==> src/rtl/wb_stage.sv <==
// rtl/wb_stage.sv - pipeline write-back stage: load byte/half extraction, fault flagging, retire counter.
// Inputs are decoded combinationally into a next state; every output comes straight from a register.
module wb_stage #(
  parameter int DATA_W = 32,
  parameter int ADDR_W = 5
) (
  input  logic              clk,
  input  logic              rst,
  input  logic [ADDR_W-1:0] mem_wd,
  input  logic              mem_wreg,
  input  logic [DATA_W-1:0] mem_wdata,
  input  logic              mem_is_load,
  input  logic [2:0]        mem_load_op,
  input  logic [1:0]        mem_addr_lo,
  input  logic [DATA_W-1:0] mem_rdata,
  input  logic              stall_mem,
  input  logic              stall_wb,
  input  logic              flush,
  output logic              wb_we,
  output logic [ADDR_W-1:0] wb_waddr,
  output logic [DATA_W-1:0] wb_wdata,
  output logic              wb_exc,
  output logic [31:0]       wb_retire_cnt
);

  localparam logic [2:0] OP_LB  = 3'b000;
  localparam logic [2:0] OP_LBU = 3'b001;
  localparam logic [2:0] OP_LH  = 3'b010;
  localparam logic [2:0] OP_LHU = 3'b011;
  localparam logic [2:0] OP_LW  = 3'b100;

  logic              we_q, we_d;
  logic [ADDR_W-1:0] waddr_q, waddr_d;
  logic [DATA_W-1:0] wdata_q, wdata_d;
  logic              exc_q, exc_d;
  logic [31:0]       retire_cnt_q, retire_cnt_d;

  logic [7:0]        byte_sel;
  logic [15:0]       half_sel;
  logic [DATA_W-1:0] load_data;
  logic              misaligned;
  logic              wd_nz;
  logic              fault;
  logic              cap_we;
  logic [DATA_W-1:0] cap_data;

  // Big-endian lanes: offset 0 is the most significant byte of the word.
  always_comb begin
    byte_sel = 8'h00;
    case (mem_addr_lo)
      2'd0: byte_sel = mem_rdata[31:24];
      2'd1: byte_sel = mem_rdata[23:16];
      2'd2: byte_sel = mem_rdata[15:8];
      default: byte_sel = mem_rdata[7:0];
    endcase
    half_sel = mem_addr_lo[1] ? mem_rdata[15:0] : mem_rdata[31:16];
  end

  always_comb begin
    load_data  = '0;
    misaligned = 1'b1;
    case (mem_load_op)
      OP_LB: begin
        load_data  = {{(DATA_W-8){byte_sel[7]}}, byte_sel};
        misaligned = 1'b0;
      end
      OP_LBU: begin
        load_data  = {{(DATA_W-8){1'b0}}, byte_sel};
        misaligned = 1'b0;
      end
      OP_LH: begin
        load_data  = {{(DATA_W-16){half_sel[15]}}, half_sel};
        misaligned = mem_addr_lo[0];
      end
      OP_LHU: begin
        load_data  = {{(DATA_W-16){1'b0}}, half_sel};
        misaligned = mem_addr_lo[0];
      end
      OP_LW: begin
        load_data  = mem_rdata;
        misaligned = (mem_addr_lo != 2'd0);
      end
      default: begin
        load_data  = '0;
        misaligned = 1'b1;
      end
    endcase
  end

  // Writes to register 0 are dropped outright, so they can neither fault nor retire.
  always_comb begin
    wd_nz    = |mem_wd;
    fault    = mem_is_load & mem_wreg & wd_nz & misaligned;
    cap_we   = mem_wreg & wd_nz & ~fault;
    cap_data = fault ? '0 : (mem_is_load ? load_data : mem_wdata);
  end

  always_comb begin
    we_d         = we_q;
    waddr_d      = waddr_q;
    wdata_d      = wdata_q;
    exc_d        = exc_q;
    retire_cnt_d = retire_cnt_q;
    if (flush || (stall_mem && !stall_wb)) begin
      we_d    = 1'b0;
      waddr_d = '0;
      wdata_d = '0;
      exc_d   = 1'b0;
    end else if (!stall_wb) begin
      we_d         = cap_we;
      waddr_d      = mem_wd;
      wdata_d      = cap_data;
      exc_d        = fault;
      retire_cnt_d = retire_cnt_q + {31'd0, cap_we};
    end
  end

  always_ff @(posedge clk or negedge rst) begin
    if (!rst) begin
      we_q         <= 1'b0;
      waddr_q      <= '0;
      wdata_q      <= '0;
      exc_q        <= 1'b0;
      retire_cnt_q <= 32'd0;
    end else begin
      we_q         <= we_d;
      waddr_q      <= waddr_d;
      wdata_q      <= wdata_d;
      exc_q        <= exc_d;
      retire_cnt_q <= retire_cnt_d;
    end
  end

  assign wb_we         = we_q;
  assign wb_waddr      = waddr_q;
  assign wb_wdata      = wdata_q;
  assign wb_exc        = exc_q;
  assign wb_retire_cnt = retire_cnt_q;

endmodule

==> config.mk <==
export PLATFORM = sky130hd
export DESIGN_NAME = wb_stage
export DESIGN_NICKNAME = d
export VERILOG_FILES = /design/src/rtl/wb_stage.sv
export SDC_FILE = /design/constraint.sdc
export NUM_CORES = 1
export LEC_CHECK = 0
export BUFFER_PORTS_ARGS = -buffer_cell sky130_fd_sc_hd__buf_4
export CAP_MARGIN = 20
export CORE_UTILIZATION = 35
export CTS_CLUSTER_DIAMETER = 150
export DETAILED_ROUTE_END_ITERATION = 7
export GPL_TIMING_DRIVEN = 1
export HOLD_SLACK_MARGIN = 0.06
export PLACE_DENSITY = 0.6
export SLEW_MARGIN = 20
export SYNTH_ARGS = -nofsm -noshare
export SYNTH_HDL_FRONTEND = slang
export SYNTH_SLANG_ARGS = --single-unit
==> constraint.sdc <==
create_clock -name clk -period 1.93 [get_ports clk]
set_input_delay 0.2895 -clock clk [delete_from_list [all_inputs] [get_ports clk]]
set_output_delay 0.2895 -clock clk [all_outputs]
set_load 0.03 [all_outputs]
==> results of run 1 <==
-- sequential cells by signal, indices dropped and copies added, names as in the netlist --
name           cells
wb_wdata          32
wb_waddr           5
wb_retire_cnt     32
wb_we              1
wb_exc             1
-- power by group --
| group | switching [uW] | leakage, uW | internal, uW |
|---|---|---|---|
| Sequential | 70.8 | 0.000980 | 1540 |
| Clock | 593 | 0.000119 | 889 |
| Combinational | 412 | 0.00166 | 360 |
| Total | 1080 | 0.00276 | 2790 |
-- worst max-delay path by stage --
stage                        start                             to  slack [ns]  depth (start not counted)
floorplan           mem_addr_lo[1]  wb_retire_cnt[30]$_DFFE_PN0P_       -0.31                         12
global placement    mem_load_op[1]  wb_retire_cnt[30]$_DFFE_PN0P_       -0.43                         11
detailed placement  mem_load_op[1]  wb_retire_cnt[30]$_DFFE_PN0P_       -0.51                         11
CTS                 mem_load_op[1]  wb_retire_cnt[30]$_DFFE_PN0P_       -0.05                         11
global route        mem_load_op[1]  wb_retire_cnt[26]$_DFFE_PN0P_       -0.15                         11
finish              mem_load_op[1]  wb_retire_cnt[24]$_DFFE_PN0P_       -0.04                         11
-- final cells by class --
class                   instances  area, um^2
inverters                       4        15.0
fillers                      1002        4860
multi-input cells             289        2000
clock buffers                  10         138
clock inverters                 5         106
well taps                     136         170
flip-flops and latches         71        1780
repair buffers                183        1400
-- through the flow --
stage | util | total power (uW)
2_1_floorplan | - | 2010
3_3_place_gp | 0.507 | 2400
5_1_grt | 0.536 | 4020
4_1_cts | 0.533 | 3910
6_report | 0.536 | 3870
3_5_place_dp | 0.507 | 2410
-- per-layer routing --
metal / global-route usage / up-vias / routed length (um)
met5: 0 / - / 0
met4: 0.0802 / 0 / 244
met3: 0.0625 / 16 / 1010
met2: 0.346 / 162 / 5720
met1: 0.281 / 1791 / 5200
li1: - / 1752 / -
-- worst reg2reg max path, stage by stage (launching register included) --
cell and delay [ns]:
dfrtp_1 0.42, and3_1 0.25, and4_1 0.38, nand4_1 0.25, buf_4 0.21, xnor2_1 0.11
-- kinds of logic (layout without fill, tap and decap cells) --
family          count (synthesis)  count (layout)  synth area share
simple gates                  143             143             0.192
compound gates                101             101             0.191
flops                          71              71             0.465
xor+xnor                       30              30            0.0687
buf+inv                        30             202            0.0353
mux                            12              12            0.0389
fa+ha+maj                       3               3           0.00981
-- layout by cell type (no fill, tap or decap), drive strengths merged, types with 2 or more instances in the layout --
cell	instances
buf	182
a211oi	28
clkinv	2
or3	2
xnor2	19
nand4	9
ha	3
nand2b	2
bufinv	3
mux4	2
o21ai	36
a21oi	9
a221oi	9
nor2	23
a2bb2oi	8
clkbuf	10
mux2	3
inv	3
xor2	11
dfrtp	71
nor2b	8
and4	4
mux2i	7
nand2	46
a22o	6
nor3	3
and3	31
nand3	11
-- repair_timing --
item / in CTS / in global routing
gates resized for setup: 4 / 5
setup endpoints to repair: 8 / 19
pin swaps: 8 / 7
buffers inserted: 1 / 0
hold buffers: 1 / 0
cloned: 0 / 0
endpoints found under the hold margin: 31 / 0
==> flow_metrics.env, run 1 <==
export IMPL_outcome="complete, but fails checks"
export IMPL_violations="setup timing"
export IMPL_die_area_um2=11400
export IMPL_timing_rr_end="wb_retire_cnt[24]$_DFFE_PN0P_"
export IMPL_coreArea_um2=10500
export IMPL_antennaDiodeCount=0
export IMPL_track_usage=0.218
export IMPL_synthFlopType="dfrtp_1"
export IMPL_wl_per_cell_um=17.4
export IMPL_post_route_period_util=1.02
export IMPL_first_global_vias=3550
export IMPL_hold_slack_ns=0.174
export IMPL_clkSinkCount=71
export IMPL_cpPeakStageDelay_ns=0.38
export IMPL_path_delay_family="simple AND/OR/NAND/NOR gates"
export IMPL_syn_inst=390
export IMPL_reg2reg_from="wb_retire_cnt[18]$_DFFE_PN0P_"
export IMPL_htreeDepth=3
export IMPL_drc=0
export IMPL_area_delta_synth_final_pct=46.5
export IMPL_timing_hold_violations_final=0
export IMPL_cp_required_ns=2.17
export IMPL_path_cells="buf_6 -> or3_4 -> a21oi_4 -> nor3_2 -> nor2_2 -> ha_2 -> ha_4 -> and4_4 -> nand4_1 -> buf_4 -> xnor2_1"
export IMPL_slew_violations=0
export IMPL_max_clock_freq_mhz=507
export IMPL_synth_edf_count=0
export IMPL_power_density_nw_per_um2=690
export IMPL_synth_seq_cells=71
export IMPL_hold_path_depth=2
export IMPL_insertion_delay_ns=0.35
export IMPL_post_route_min_period_ns=1.97
export IMPL_cts_tree="done"
export IMPL_drt_initial_drc_count=131
export IMPL_min_from="mem_wd[1]"
export IMPL_layout_setup_ws_ns=-0.0424
export IMPL_crit_slowest_cell="or3_4"
export IMPL_yosys_area_top_type_share=0.465
export IMPL_leakage_uw=0.00276
export IMPL_dr_pass1_iters=4
export IMPL_arrival_ns=2.21
export IMPL_async_reset_ff_frac=1.00
export IMPL_cap_violations=0
export IMPL_rsz0062_at_grt="yes"
export IMPL_synth_nets=474
export IMPL_worstPathBufferInverterCount=2
export IMPL_start_kind="input pin"
export IMPL_start_util=0.366
export IMPL_portBuffers=151
export IMPL_placedCellCount=681
export IMPL_crit_type="input pin to register"
export IMPL_totalWireLength_um=12200
export IMPL_holdPathEnd="wb_waddr[1]$_DFFE_PN0P_"
export IMPL_die_h_um=107
export IMPL_dp_final_hpwl_um=9260
export IMPL_yosys_top_cells_count="71 x dfrtp_1, 45 x nand2_1, 30 x and3_1"
export IMPL_setup_viol=5
export IMPL_finalSetupTns_ns=-0.116
export IMPL_antenna_found_initial=0
export IMPL_grt_max_degree=35
export IMPL_fin_nets=642
export IMPL_cts_clk_slew_worst_paths_ns=0.08
export IMPL_drive_gt1_frac=0.409
export IMPL_die_w_um=107
export IMPL_path_max_fanout=4
export IMPL_yosysMostFrequentCell="dfrtp_1"
export IMPL_grt_overflow=0
export IMPL_grt_pass1_wl_um=18800
export IMPL_via_count=3721
export IMPL_synth_area_um2=3820
export IMPL_ant_nets=0
export IMPL_reg2reg_depth=5
export IMPL_place_congestion=0.892
export IMPL_skew_ns=0.00456
export IMPL_clockBufferDepth=2
export IMPL_place_ws_ns=-0.512
export IMPL_fin_area_um2=5600
export IMPL_dpl_instance_area_um2=5300
export IMPL_yosys_warnings=0
export IMPL_worstHoldPathType="input pin to register"
export IMPL_worst_setup_path_end_kind="register"
export IMPL_finalNonFillerCells=698
export IMPL_avgSynthCellArea_um2=9.81
export IMPL_maxSlewHeadroom=0.462
export IMPL_synth_top_area_cell="dfrtp_1"
export IMPL_worst_slew_pin_slew_ns=0.807
export IMPL_seq_area_frac_synth=0.465
export IMPL_routed_via_density=5.33
export IMPL_rows=37
export IMPL_synth_cell_types=45
export IMPL_peakVddDrop_mv=0.451
export IMPL_cts_buffers=9
export IMPL_root_buffer="clkbuf_8"
export IMPL_ff2ff_setup_slack_ns=0.21
export IMPL_synth_area_top_cells="dfrtp_1 46%, and3_1 4.9%, nand2_1 4.4%, xnor2_1 4.4%, a211oi_1 4.3%"
export IMPL_io_pins=152
(Power assumes the default switching activity.)
==> run 2, diff against run 1 <==
--- a/config.mk
+++ b/config.mk
@@ -13,6 +13,7 @@
 export GPL_TIMING_DRIVEN = 1
 export HOLD_SLACK_MARGIN = 0.06
 export PLACE_DENSITY = 0.6
+export SETUP_SLACK_MARGIN = 0.1
 export SLEW_MARGIN = 20
 export SYNTH_ARGS = -nofsm -noshare
 export SYNTH_HDL_FRONTEND = slang
==> run 2 against run 1 <==
Net effect: the run still ends with setup timing left; clock power about the same; power increased by 0.43%; non-clock buffer count increased by 2; cell count increased by 0.29%; cell area increased by 0.92%; first-iteration DRC count decreased by 5.3%; worst setup slack improved by 0.0058 ns; sequential power about the same; sequential cell count unchanged; via count increased by 0.35%; global-route usage increased by 0.12 points; largest cell class unchanged.
==> flow_metrics.env, run 2 (same netlist as run 1, synthesis figures left out) <==
export IMPL_placedCellCount=681
export IMPL_insertion_delay_ns=0.35
export IMPL_skew_ns=0.00428
export IMPL_p_int_uw=2800
export IMPL_antennaDiodeCount=0
export IMPL_crit_slowest_cell="or3_4"
export IMPL_area_delta_synth_final_pct=47.9
export IMPL_fill_cells=994
export IMPL_max_clock_freq_mhz=508
export IMPL_io_pins=152
export IMPL_grt_overflow=0
export IMPL_coreArea_um2=10500
export IMPL_drt_initial_drc_count=124
export IMPL_drive_gt1_frac=0.418
export IMPL_die_w_um=107
export IMPL_rsz0062_at_grt="yes"
export IMPL_totalWireLength_um=12200
export IMPL_multi_input_area_um2=2020
export IMPL_worst_setup_path_end_kind="register"
export IMPL_mostFrequentLayoutCell="buf_4"
export IMPL_post_route_min_period_ns=1.97
export IMPL_p_switching_uw=1080
export IMPL_grt_pass1_wl_um=18900
export IMPL_post_route_period_util=1.02
export IMPL_antenna_found_initial=0
export IMPL_worstHoldPathType="input pin to register"
export IMPL_ant_nets=0
export IMPL_first_global_vias=3566
export IMPL_dpl_instance_area_um2=5300
export IMPL_clockBufferDepth=2
export IMPL_path_delay_family="simple AND/OR/NAND/NOR gates"
export IMPL_setup_viol=3
export IMPL_cpPeakStageDelay_ns=0.38
export IMPL_grt_max_degree=35
export IMPL_dp_final_hpwl_um=9260
export IMPL_cts_tree="done"
export IMPL_rows=37
export IMPL_power_density_nw_per_um2=687
export IMPL_via_count=3734
export IMPL_sequentialPowerShare=0.417
export IMPL_cap_violations=0
export IMPL_outcome="complete, but fails checks"
export IMPL_place_ws_ns=-0.512
export IMPL_start_kind="input pin"
export IMPL_crit_type="input pin to register"
export IMPL_path_cells="buf_6 -> or3_4 -> a21oi_4 -> nor3_2 -> nor2_2 -> ha_2 -> ha_4 -> and4_4 -> nand4_1 -> buf_4 -> xnor2_1"
export IMPL_portBuffers=151
export IMPL_cts_buffers=9
export IMPL_drc=0
export IMPL_timing_hold_violations_final=0
export IMPL_wl_per_cell_um=17.4
export IMPL_path_max_fanout=4
export IMPL_leakage_uw=0.00277
export IMPL_htreeDepth=3
export IMPL_regArea_um2=1780
export IMPL_die_area_um2=11400
export IMPL_hold_slack_ns=0.173
export IMPL_cp_required_ns=2.17
export IMPL_arrival_ns=2.21
export IMPL_worstPathBufferInverterCount=2
export IMPL_worst_slew_pin_slew_ns=0.448
export IMPL_slew_violations=0
export IMPL_final_cell_mix="179 x buf_4, 71 x dfrtp_1, 43 x nand2_1"
export IMPL_finalNonFillerCells=700
export IMPL_violations="setup timing"
export IMPL_dr_pass1_iters=4
export IMPL_track_usage=0.219
export IMPL_maxSlewHeadroom=0.702
export IMPL_finalSetupTns_ns=-0.0898
export IMPL_swShare=0.279
export IMPL_fin_area_um2=5660
export IMPL_layout_setup_ws_ns=-0.0366
export IMPL_cts_clk_slew_worst_paths_ns=0.08
export IMPL_peakVddDrop_mv=0.451
export IMPL_clkSinkCount=71
export IMPL_root_buffer="clkbuf_8"
export IMPL_die_h_um=107
export IMPL_clockPowerShare=0.381
export IMPL_place_congestion=0.892
export IMPL_routed_via_density=5.33
export IMPL_start_util=0.366
export IMPL_share_comb_of_total_power=0.202
export IMPL_fin_nets=644
run 2: cell count changes in the layout (fill, tap and decap cells not counted), sizes merged:
cell,before,now
buf,182,184
run 2: what timing repair did:
| action | in CTS | in global routing |
|---|---|---|
| endpoints found under the hold margin | 31 | 0 |
| pin swaps | 15 | 9 |
| resized for setup | 10 | 5 |
| endpoints found under the setup margin | 19 | 39 |
| hold buffers | 1 | 0 |
| setup buffers | 2 | 2 |
run 2: power groups by stage:
stage          sequential, uW  combinational [uW]  clock [uW]
3_3_place_gp             1640                 761           0
2_1_floorplan            1740                 266           0
5_1_grt                  1630                 837        1570
6_report                 1620                 784        1480
3_5_place_dp             1640                 772           0
4_1_cts                  1620                 783        1510
run 2: path summary, 6_finish.rpt:
kind,startpoint,to,slack [ns],cells after the start
min reg2reg,wb_retire_cnt[31]$_DFFE_PN0P_,wb_retire_cnt[31]$_DFFE_PN0P_,0.48,1
max,mem_load_op[1],wb_retire_cnt[24]$_DFFE_PN0P_,-0.04,11
max reg2reg,wb_retire_cnt[18]$_DFFE_PN0P_,wb_retire_cnt[24]$_DFFE_PN0P_,0.17,5
min,mem_wd[1],wb_waddr[1]$_DFFE_PN0P_,0.17,2
max in group asynchronous,rst,wb_retire_cnt[5]$_DFFE_PN0P_,0.86,3
min in group asynchronous,rst,wb_retire_cnt[10]$_DFFE_PN0P_,0.42,2
run 2: through the flow:
stage                util  total power [uW]
floorplan               -              2010
global placement    0.507              2400
detailed placement  0.507              2410
CTS                 0.536              3920
global route        0.541              4040
finish              0.541              3890
run 2: cell type report:
class                           count  area share
Multi-Input combinational cell    289       0.358
Sequential cell                    71       0.314
Timing Repair Buffer              185       0.252
Tap cell                          136      0.0301
Clock buffer                       10      0.0243
Clock inverter                      5      0.0188
Inverter                            4     0.00265
run 2: layer usage:
layer,global-route usage,wire (um)
met2,0.349,5790
met1,0.282,5170
met5,0,0
met4,0.0802,246
met3,0.0625,964
